[config.mk]
export PLATFORM = sky130hd
export DESIGN_NAME = mem_stage
export DESIGN_NICKNAME = d
export VERILOG_FILES = /design/src/rtl/mem_stage.sv
export SDC_FILE = /design/constraint.sdc
export NUM_CORES = 1
export LEC_CHECK = 0
export CAP_MARGIN = 20
export CELL_PAD_IN_SITES_DETAIL_PLACEMENT = 1
export CELL_PAD_IN_SITES_GLOBAL_PLACEMENT = 1
export CORE_UTILIZATION = 30
export DETAILED_ROUTE_END_ITERATION = 16
export GPL_ROUTABILITY_DRIVEN = 0
export GPL_TIMING_DRIVEN = 0
export PLACE_DENSITY = 0.71
export SLEW_MARGIN = 30
export SYNTH_ARGS = -nofsm -noshare
export SYNTH_HDL_FRONTEND = slang
export SYNTH_SLANG_ARGS = --single-unit
[constraint.sdc]
create_clock -name clk -period 3.6 [get_ports clk]
set_input_delay 0.36 -clock clk [delete_from_list [all_inputs] [get_ports clk]]
set_output_delay 0.36 -clock clk [all_outputs]
set_load 0.05 [all_outputs]
[src/rtl/mem_stage.sv]
// MEM pipeline stage: holds the EX payload, waits for the data-SRAM response of an
// issued load/store, extends load data and hands results and exceptions to WB.
module mem_stage (
    input  logic        clk,
    input  logic        reset,
    input  logic        es_to_ms_valid,
    output logic        ms_allowin,
    input  logic [31:0] es_pc,
    input  logic [31:0] es_result,
    input  logic        es_res_from_mem,
    input  logic        es_rf_we,
    input  logic [4:0]  es_rf_waddr,
    input  logic        es_mem_req,
    input  logic [4:0]  es_ld_op,
    input  logic [6:0]  es_except,
    input  logic        data_sram_data_ok,
    input  logic [31:0] data_sram_rdata,
    input  logic        except_flush,
    input  logic        ws_allowin,
    output logic        ms_to_ws_valid,
    output logic [31:0] ms_pc,
    output logic [31:0] ms_final_result,
    output logic        ms_rf_we,
    output logic [4:0]  ms_rf_waddr,
    output logic [6:0]  ms_except,
    output logic [38:0] ms_rf_collect,
    output logic        ms_ex
);

    localparam int LD_W  = 4;
    localparam int LD_H  = 3;
    localparam int LD_HU = 2;
    localparam int LD_B  = 1;
    localparam int LD_BU = 0;

    logic        ms_valid_reg;
    logic [31:0] ms_pc_reg;
    logic [31:0] ms_result_reg;
    logic        ms_res_from_mem_reg;
    logic        ms_rf_we_reg;
    logic [4:0]  ms_rf_waddr_reg;
    logic        ms_mem_req_reg;
    logic [4:0]  ms_ld_op_reg;
    logic [6:0]  ms_except_reg;
    logic [31:0] data_buf_reg;
    logic        data_buf_valid_reg;
    logic        discard_reg;

    logic        resp_hit;
    logic        ms_ready_go;
    logic        handoff;
    logic        capture;

    // A response that belongs to a flushed instruction is never a hit.
    assign resp_hit       = data_sram_data_ok & ~discard_reg;
    assign ms_ready_go    = ~ms_mem_req_reg | data_buf_valid_reg | resp_hit;
    assign ms_to_ws_valid = ms_valid_reg & ms_ready_go;
    assign ms_allowin     = ~ms_valid_reg | (ms_ready_go & ws_allowin);
    assign handoff        = ms_to_ws_valid & ws_allowin;
    assign capture        = es_to_ms_valid & ms_allowin & ~except_flush;

    always_ff @(posedge clk or posedge reset) begin
        if (reset) begin
            ms_valid_reg <= 1'b0;
        end else if (except_flush) begin
            ms_valid_reg <= 1'b0;
        end else if (ms_allowin) begin
            ms_valid_reg <= es_to_ms_valid;
        end
    end

    always_ff @(posedge clk or posedge reset) begin
        if (reset) begin
            ms_pc_reg           <= 32'd0;
            ms_result_reg       <= 32'd0;
            ms_res_from_mem_reg <= 1'b0;
            ms_rf_we_reg        <= 1'b0;
            ms_rf_waddr_reg     <= 5'd0;
            ms_mem_req_reg      <= 1'b0;
            ms_ld_op_reg        <= 5'd0;
            ms_except_reg       <= 7'd0;
        end else if (capture) begin
            ms_pc_reg           <= es_pc;
            ms_result_reg       <= es_result;
            ms_res_from_mem_reg <= es_res_from_mem;
            ms_rf_we_reg        <= es_rf_we;
            ms_rf_waddr_reg     <= es_rf_waddr;
            ms_mem_req_reg      <= es_mem_req;
            ms_ld_op_reg        <= es_ld_op;
            ms_except_reg       <= es_except;
        end
    end

    // Holds the returned word while WB back-pressures, since rdata is only valid with data_ok.
    always_ff @(posedge clk or posedge reset) begin
        if (reset) begin
            data_buf_reg       <= 32'd0;
            data_buf_valid_reg <= 1'b0;
        end else if (except_flush || handoff) begin
            data_buf_valid_reg <= 1'b0;
        end else if (resp_hit && ms_valid_reg && ms_mem_req_reg && !ws_allowin && !data_buf_valid_reg) begin
            data_buf_reg       <= data_sram_rdata;
            data_buf_valid_reg <= 1'b1;
        end
    end

    // At most one request is outstanding, so one flag is enough to drop a stale beat.
    always_ff @(posedge clk or posedge reset) begin
        if (reset) begin
            discard_reg <= 1'b0;
        end else if (data_sram_data_ok) begin
            discard_reg <= 1'b0;
        end else if (except_flush && ms_valid_reg && ms_mem_req_reg && !data_buf_valid_reg) begin
            discard_reg <= 1'b1;
        end
    end

    logic [31:0] load_word;
    logic [7:0]  lane_byte [4];
    logic [15:0] lane_half [2];
    logic [7:0]  sel_byte;
    logic [15:0] sel_half;
    logic [31:0] load_ext;

    assign load_word = data_buf_valid_reg ? data_buf_reg : data_sram_rdata;

    genvar gi;
    generate
        for (gi = 0; gi < 4; gi++) begin : g_byte_lane
            assign lane_byte[gi] = load_word[8*gi +: 8];
        end
        for (gi = 0; gi < 2; gi++) begin : g_half_lane
            assign lane_half[gi] = load_word[16*gi +: 16];
        end
    endgenerate

    always_comb begin
        sel_byte = lane_byte[ms_result_reg[1:0]];
        sel_half = lane_half[ms_result_reg[1]];
        load_ext = load_word;
        if (ms_ld_op_reg[LD_H]) begin
            load_ext = {{16{sel_half[15]}}, sel_half};
        end else if (ms_ld_op_reg[LD_HU]) begin
            load_ext = {16'd0, sel_half};
        end else if (ms_ld_op_reg[LD_B]) begin
            load_ext = {{24{sel_byte[7]}}, sel_byte};
        end else if (ms_ld_op_reg[LD_BU]) begin
            load_ext = {24'd0, sel_byte};
        end else if (ms_ld_op_reg[LD_W]) begin
            load_ext = load_word;
        end
    end

    assign ms_final_result = ms_res_from_mem_reg ? load_ext : ms_result_reg;
    assign ms_pc           = ms_pc_reg;
    assign ms_rf_we        = ms_rf_we_reg & ms_valid_reg;
    assign ms_rf_waddr     = ms_rf_waddr_reg;
    assign ms_except       = ms_except_reg & {7{ms_valid_reg}};
    assign ms_ex           = (|ms_except_reg) & ms_valid_reg;
    assign ms_rf_collect   = {ms_res_from_mem_reg & ms_valid_reg & ~ms_ready_go,
                              ms_rf_we, ms_rf_waddr, ms_final_result};

endmodule

======== Yosys cells after proc, flatten, opt, wreduce, memory -nomap -nowiden ========
Index checks and enable logic that the tools add are counted.
word-level totals
  bits of input ports ..................... 122
  output and inout port bits .............. 119
  logic and storage cells ................. 69
  bits in registers ....................... 118
cells by class
  mux-type cells .......................... 18
  bitwise logic cells ..................... 22
  reductions and logical operators ........ 15
  order comparisons ....................... 2
operators with widths
  cell                                         count
  32-bit 2-to-1 mux                            6
  16-bit 2-to-1 mux                            3
  8-bit binary-select mux with 2-bit select    1
  8-bit 2-to-1 mux                             2
  1-bit bitwise AND                            10
  7-bit bitwise AND                            1
  1-bit logical AND                            7
  7-bit OR reduction                           1
  1-bit 2-to-1 mux                             6
  1-bit NOT                                    6
  2-bit nonzero test                           3
  3-bit >= comparator (second input constant)  1
  2-bit NOT with 3-bit output                  1
  1-bit bitwise OR                             3
  2-bit >= comparator (second input constant)  1
  1-bit zero test                              2
  1-bit NOT with 2-bit output                  1
  2-bit AND reduction                          1
  1-bit logical OR                             1

======== Depth between registers and ports, before layout ========
Gate-level depths: netlist (run 1).
  word-level depth ........................ 9
  depth in mapped cells ................... 8
  depth with buffers taken out ............ 4

======== Worst setup path before layout (run 1) ========
No wires, ideal clock.
  path kind ............................... flip-flop to output port
  from .................................... register data_buf_valid_reg
  to ...................................... output ms_rf_collect[14]
  path buffers ............................ 2
  required time ........................... 3.240 ns
  data arrival time ....................... 2.795 ns
  stages on the path, launching flop included .. 7
  setup slack ............................. 0.445 ns
  cells stage by stage .................... dfrtp_1 -> buf_6 -> mux2i_1 -> a22oi_2 -> a41oi_2 -> a221oi_1 -> buf_4
on the way
  cells in the longest elaborated chain, start to end .. 8
  elaborated cells between the ends (all ways) .. 12
  those cells by class .................... mux (12)
ends and longest elaborated chain
  what                                                 RTL line  RTL
  start, declared                                      46        logic data_buf_valid_reg;
  start signal, assigned                               98        data_buf_valid_reg <= 1'b0;
  start signal, assigned                               100       data_buf_valid_reg <= 1'b0;
  start signal, assigned                               103       data_buf_valid_reg <= 1'b1;
  32-bit 2-to-1 mux (*)                                125       assign load_word = data_buf_valid_reg ? data_buf_reg : data_sram_rdata;
  8-bit binary-select mux with 2-bit select            138       sel_byte = lane_byte[ms_result_reg[1:0]];
  8-bit 2-to-1 mux (implied by the code) (2 in a row)  138
  32-bit 2-to-1 mux                                    145       end else if (ms_ld_op_reg[LD_B]) begin
  32-bit 2-to-1 mux                                    143       end else if (ms_ld_op_reg[LD_HU]) begin
  32-bit 2-to-1 mux (*)                                141       if (ms_ld_op_reg[LD_H]) begin
  32-bit 2-to-1 mux (*)                                154       assign ms_final_result = ms_res_from_mem_reg ? load_ext : ms_result_reg;
  end, declared                                        26        output logic [38:0] ms_rf_collect,
Mark *: on every way between the ends. The rest lies on a longest branch, timed or not. The select of a mux whose other input is x is not followed.

======== Worst setup path after layout (run 1) ========
  from .................................... register data_buf_valid_reg
  to ...................................... output ms_rf_collect[10]
The elaborated chain is that of the path after synthesis.

==> results of run 1 <==
## cell usage in the layout (no fill, tap or decap), drive strengths merged, types with 2 or more instances in the layout
cell type,instances
mux4,2
o21ai,5
a221oi,7
a41oi,2
bufinv,3
mux2i,18
a32oi,6
nand3b,2
and2,8
nor2b,3
a22oi,2
o22a,16
nand2,25
clkbuf,27
inv,6
o211ai,2
mux2,129
a21oi,5
dfrtp,118
clkdlybuf4s50,223
clkinv,4
nor2,38
nand2b,11
a31oi,6
dlymetal6s2s,15
nand3,5
clkinvlp,2
buf,61
or2,6
## where the power goes
| group | switching (mW) | leakage [nW] | internal, mW |
|---|---|---|---|
| logic | 1.82 | 2.57 | 1.24 |
| registers | 0.184 | 1.43 | 1.60 |
| clock network | 0.669 | 0.295 | 1.12 |
## layout make-up
| type | instances | area (µm²) |
|---|---|---|
| fill | 2221 | 11100 |
| inverter | 2 | 15.0 |
| clock buffer | 19 | 443 |
| clock inverter | 13 | 171 |
| timing repair buffer | 240 | 2460 |
| tap | 275 | 344 |
| sequential | 118 | 2950 |
| buffer | 68 | 499 |
| multi-input combinational | 310 | 2930 |
## final timing paths
kind                               startpoint                 to  slack [ns]  cells past startpoint
max                        data_buf_valid_reg  ms_rf_collect[10]        0.09                      7
min                                     reset          ms_pc[26]        0.35                      2
max reg2reg                       discard_reg  ms_result_reg[28]        1.74                      6
min reg2reg                  data_buf_reg[10]   data_buf_reg[10]        0.49                      1
max in group asynchronous               reset    data_buf_reg[3]        2.56                      3
min in group clk             data_buf_reg[10]   data_buf_reg[10]        0.49                      1
## worst max-delay path: stages, from the launching register on
cell             delay (ns)
dfrtp_1                0.38
buf_6                  0.15
mux2i_1                0.18
a22oi_2                0.24
a41oi_2                0.30
a221oi_1               0.50
buf_4                  0.18
clkdlybuf4s50_1        0.79
## metrics by stage
stage                     total power, mW  hold WS (ns)  util (%)  TNS, ns
after floorplan                      3.85         0.426         -        0
after global placement               4.82         0.467      43.5  -192.32
after detailed placement             4.89         0.479      43.7        0
after CTS                            6.72         0.358      46.7        0
after global routing                 6.92         0.368      46.8        0
final                                6.64         0.350      46.8        0
## per-layer routing
layer / GRT usage (%) / share of wire, %
met5: 0 / 0
met3: 5.96 / 7.2
met1: 23.3 / 42
met4: 6.08 / 1.2
met2: 32.9 / 50
## cell families after synthesis
group	count (synthesis)
buffers and inverters	70
DFF	118
muxes	149
and+or+nand+nor	106
AOI/OAI and AO/OA	55
==> run_results.csv, run 1 <==
group,metric,value,unit
floorplan,die-height,148,µm
global_route,antenna_found_initial,0,
synth,synthXorXnorAreaFrac,0,%
synth,avgSynthCellArea,12.8,µm²
synth,synth_top_family_by_area,"multiplexers",
global_route,grt.total_usage,19.3,%
clocking,cts_buffer_depth,2,
setup_path,worst_ep_arrival_time,3.15,ns
global_route,grt_pass1_vias,5481,
clocking,clock_latency,0.42,ns
power,ir_worst_vdd,0.380,mV
global_route,grt_pass1_wl,31500,µm
route,dr.pass1.iters,4,
timing,period_needed,3.51,ns
route,vias,4896,
synth,synth_warnings,0,
synth,yosysTopAreaCell,"dfrtp_1",
final_layout,fin_area,9810,µm²
timing,drv_slew,0,
timing,setup_viol,0,
floorplan,die_area,21900,µm²
power,pwr_density_cell,677,nW/µm²
synth,synth_compound_area_share,6.97,%
route,drtAntennaViolNets,0,
timing,worst_pin_slew,0.620,ns
synth,synthTopCellsByArea,"dfrtp_1 (46%), mux2_4 (16%), mux2_1 (7.4%), buf_4 (4.7%), mux2_2 (3.0%)",
route,wl_per_cell,19.5,µm
synth,ys_types,48,
floorplan,ios,241,
floorplan,die_x,148,µm
synth,synthAdderAreaFrac,0,%
route,drt_wl_total,20400,µm
timing,finClkSkew,0.00864,ns
synth,synthMuxAreaShare,30.4,%
setup_path,crit_path_start_kind,"register",
place,dp_cells,1013,
synth,syn-num-nets,620,
timing,fin_crit_sh,97.6,%
synth,synthTopCellsByCount,"dfrtp_1 (118), mux2_4 (70), mux2_1 (42)",
setup_path,end_kind,"primary output",
clocking,root_buffer,"clkbuf_16",
place,port-buffer-count,239,
synth,synth-seq-cells,118,
route,drtIter0Drc,146,
clocking,cts_buffers,17,
hold_path,hp-class,"in -> async",
synth,async_flop_share,100,%
final_layout,area_delta_synth_final,53.7,%
clocking,cts.hold.buffers_added,0,
timing,worst_slack,0.0881,ns
clocking,clk_pin_slew,0.06,ns
place,dp_hpwl,15800,µm
route,drc,0,
synth,synthFlopType,"dfrtp_1",
floorplan,start_util,30.5,%
synth,synth_simple_gate_area_share,8.46,%
synth,synth_top_cell_area_share,46.2,%
job,cap_violations,0,
place,place_area,9160,µm²
power,p_leak,4.29,nW
clocking,postCtsSetupRepairBufs,0,
global_route,grt_overflow,0,
synth,yosysMostFrequentCell,"dfrtp_1",
synth,postSynthCellCount,498,
clocking,h-tree-depth,4,
outcome,status,"complete, no violations",
setup_path,critPathKind,"reg -> out",
timing,slew_headroom,58.6,%
timing,hold_viol_final,0,
route,viasPerCell,4.69,
clocking,clock-sinks,118,
place,place_ws,0.143,ns
global_route,grt_max_degree,76,
timing,rsz0062_at_grt,"no",
final_layout,fin_cells,1045,
clocking,cts_tree,"done",
final_layout,drive_above_1_share,25.2,%
floorplan,rows,53,
synth,ys_seq_area_share,46.2,%
clocking,cts_resized,2,
setup_path,path_max_fanout,9,
synth,syn-cell-area,6390,µm²
setup_path,cp.required,3.24,ns
final_layout,nets,879,
floorplan,core_region_area,21000,µm²
synth,synth_edf_count,0,
final_layout,antenna_cells,0,
timing,max_freq,285,MHz
Note: power is estimated with default switching activity, not from simulation.
==> run 2: changes to the inputs <==
--- a/config.mk
+++ b/config.mk
@@ -12,7 +12,7 @@
 export DETAILED_ROUTE_END_ITERATION = 16
 export GPL_ROUTABILITY_DRIVEN = 0
 export GPL_TIMING_DRIVEN = 0
-export PLACE_DENSITY = 0.71
+export PLACE_DENSITY_LB_ADDON = 0.1
 export SLEW_MARGIN = 30
 export SYNTH_ARGS = -nofsm -noshare
 export SYNTH_HDL_FRONTEND = slang
==> run_results.csv, run 2 (synthesized netlist as in run 1, its figures left out) <==
group,metric,value,unit
setup_path,crit_cells,6,
power,seqPwrFrac,26.6,%
place,place_area,9160,µm²
floorplan,start_util,30.5,%
timing,hold_viol_final,0,
global_route,met3_usage,5.99,%
timing,fin_crit_sh,97.6,%
global_route,grt.busiest_layer,"met2",
route,drtIter0Drc,161,
clocking,clock_latency,0.42,ns
setup_path,reg2reg_depth,6,
power,pwr-share-clk,27.9,%
clocking,cts_buffers,17,
timing,rsz0062_at_grt,"yes",
global_route,grt_max_degree,76,
outcome,status,"complete, no violations",
setup_path,reg2reg_from,"discard_reg",
floorplan,die_area,21900,µm²
clocking,cts_buffer_depth,2,
clocking,clock-sinks,118,
place,port-buffer-count,239,
setup_path,endpoint,"ms_final_result[2]",
power,p_comb_share,45.5,%
power,p_leak,4.26,nW
floorplan,ios,241,
floorplan,core_region_area,21000,µm²
route,drtAntennaViolNets,0,
place,dp_cells,1013,
setup_path,end_kind,"primary output",
timing,setup_viol,0,
timing,drv_slew,0,
final_layout,area_delta_synth_final,53.9,%
final_layout,final_cell_mix,"clkdlybuf4s50_1 (226), dfrtp_1 (118), mux2_4 (70), mux2_1 (42), buf_4 (40)",
power,pwr_density_cell,681,nW/µm²
power,p_int,4.05,mW
clocking,cts_tree,"done",
floorplan,die_x,148,µm
setup_path,reg2reg_slack,1.73,ns
job,cap_violations,0,
global_route,antenna_found_initial,3,
timing,finClkSkew,0.0127,ns
global_route,grt_pass1_wl,30800,µm
setup_path,path_buf_inv,2,
route,drc,0,
setup_path,crit_chain,"or4_1, buf_2, o21ai_2, a32oi_1, a31oi_1, clkdlybuf4s50_1",
setup_path,crit_start,"ms_ld_op_reg[1]",
power,switching_share,39.6,%
setup_path,cp.required,3.24,ns
final_layout,fin_cells,1046,
floorplan,die-height,148,µm
timing,slew_headroom,56.9,%
final_layout,nets,879,
final_layout,drive_above_1_share,25.2,%
route,vias,4908,
route,drt_wl_total,19800,µm
clocking,clk_pin_slew,0.06,ns
power,switching_power,2.65,mW
clocking,h-tree-depth,4,
setup_path,critical_path.max_stage_delay,0.87,ns
place,dp_hpwl,15000,µm
global_route,grt_overflow,0,
route,dr.pass1.iters,4,
hold_path,hp-class,"in -> async",
timing,max_freq,285,MHz
final_layout,fillers,2208,
setup_path,worst_ep_arrival_time,3.15,ns
route,viasPerCell,4.69,
setup_path,critPathKind,"reg -> out",
setup_path,cp_slowest_cell,"clkdlybuf4s50_1",
clocking,root_buffer,"clkbuf_16",
timing,period_needed,3.51,ns
global_route,grtUsageMet1,23.0,%
route,wl_per_cell,18.9,µm
timing,worst_pin_slew,0.646,ns
power,power.total,6.69,mW
setup_path,rr_endpoint,"ms_result_reg[26]",
power,ir_worst_vdd,0.330,mV
final_layout,layout_commonest_cell,"clkdlybuf4s50_1",
global_route,grt.total_usage,18.7,%
global_route,globalRouteMet2Util,31.4,%
global_route,grt_pass1_vias,5431,
final_layout,fin_area,9830,µm²
setup_path,crit_path_start_kind,"register",
setup_path,path_max_fanout,8,
floorplan,rows,53,
setup_path,cp_top_family,"buffers and inverters",
-- run 2: cell count changes in the layout (fill, tap and decap cells not counted), sizes merged --
cell	delta
bufinv	+1
inv	-1
clkinvlp	+2
clkdlybuf4s50	+3
diode	+1
dlymetal6s2s	-5
clkinv	-2
dlygate4sd2	+2
-- run 2: worst min path at each step --
stage / start / to / slack (ns) / cells past startpoint
after floorplan: data_sram_data_ok / discard_reg / 0.43 / 1
after global placement: data_buf_reg[0] / data_buf_reg[0] / 0.47 / 1
after detailed placement: data_buf_reg[1] / data_buf_reg[1] / 0.48 / 1
after CTS: reset / ms_pc[24] / 0.34 / 2
after global routing: reset / ms_pc[26] / 0.35 / 2
final: reset / ms_pc[21] / 0.33 / 2
-- run 2: final cells by class --
cell class / instances / area, µm² / area share (%)
Multi-Input combinational cell: 310 / 2930 / 29.8
Antenna cell: 1 / 2.50 / 0.0255
Timing Repair Buffer: 240 / 2440 / 24.8
Buffer: 68 / 499 / 5.08
Sequential cell: 118 / 2950 / 30.0
Clock buffer: 19 / 453 / 4.61
Clock inverter: 13 / 194 / 1.97
Tap cell: 275 / 344 / 3.50
Inverter: 2 / 15.0 / 0.153
-- run 2: timing repair --
action | in CTS | in global routing
setup buffers | 0 | 0
resized for setup | 3 | 10
hold buffers | 0 | 0
pin swaps | 0 | 0
setup endpoints to repair | 3 | 12
-- run 2: layer usage --
layer / up-vias / part of all wire, %
met2: 155 / 50
met1: 2471 / 42
met3: 18 / 6.7
met4: 4 / 1.1
met5: - / 0.14
li1: 2260 / -
-- run 2: stage by stage --
| step | hold WS (ns) | setup slack (ns) | TNS, ns | utilization, % |
|---|---|---|---|---|
| after floorplan | 0.426 | 0.111 | 0 | - |
| after global placement | 0.468 | -1.82 | -214.12 | 43.5 |
| after detailed placement | 0.477 | 0.160 | 0 | 43.7 |
| after CTS | 0.341 | 0.0115 | 0 | 46.8 |
| after global routing | 0.354 | -0.0703 | -0.184 | 46.9 |
| final | 0.328 | 0.0872 | 0 | 46.9 |
-- run 2: power groups by stage --
stage | combinational [mW] | sequential (mW) | clock (mW)
after CTS | 3.08 | 1.78 | 1.91
final | 3.05 | 1.78 | 1.87
after detailed placement | 3.08 | 1.80 | 0
after global placement | 3.04 | 1.78 | 0
after global routing | 3.19 | 1.82 | 1.96
after floorplan | 1.83 | 2.02 | 0
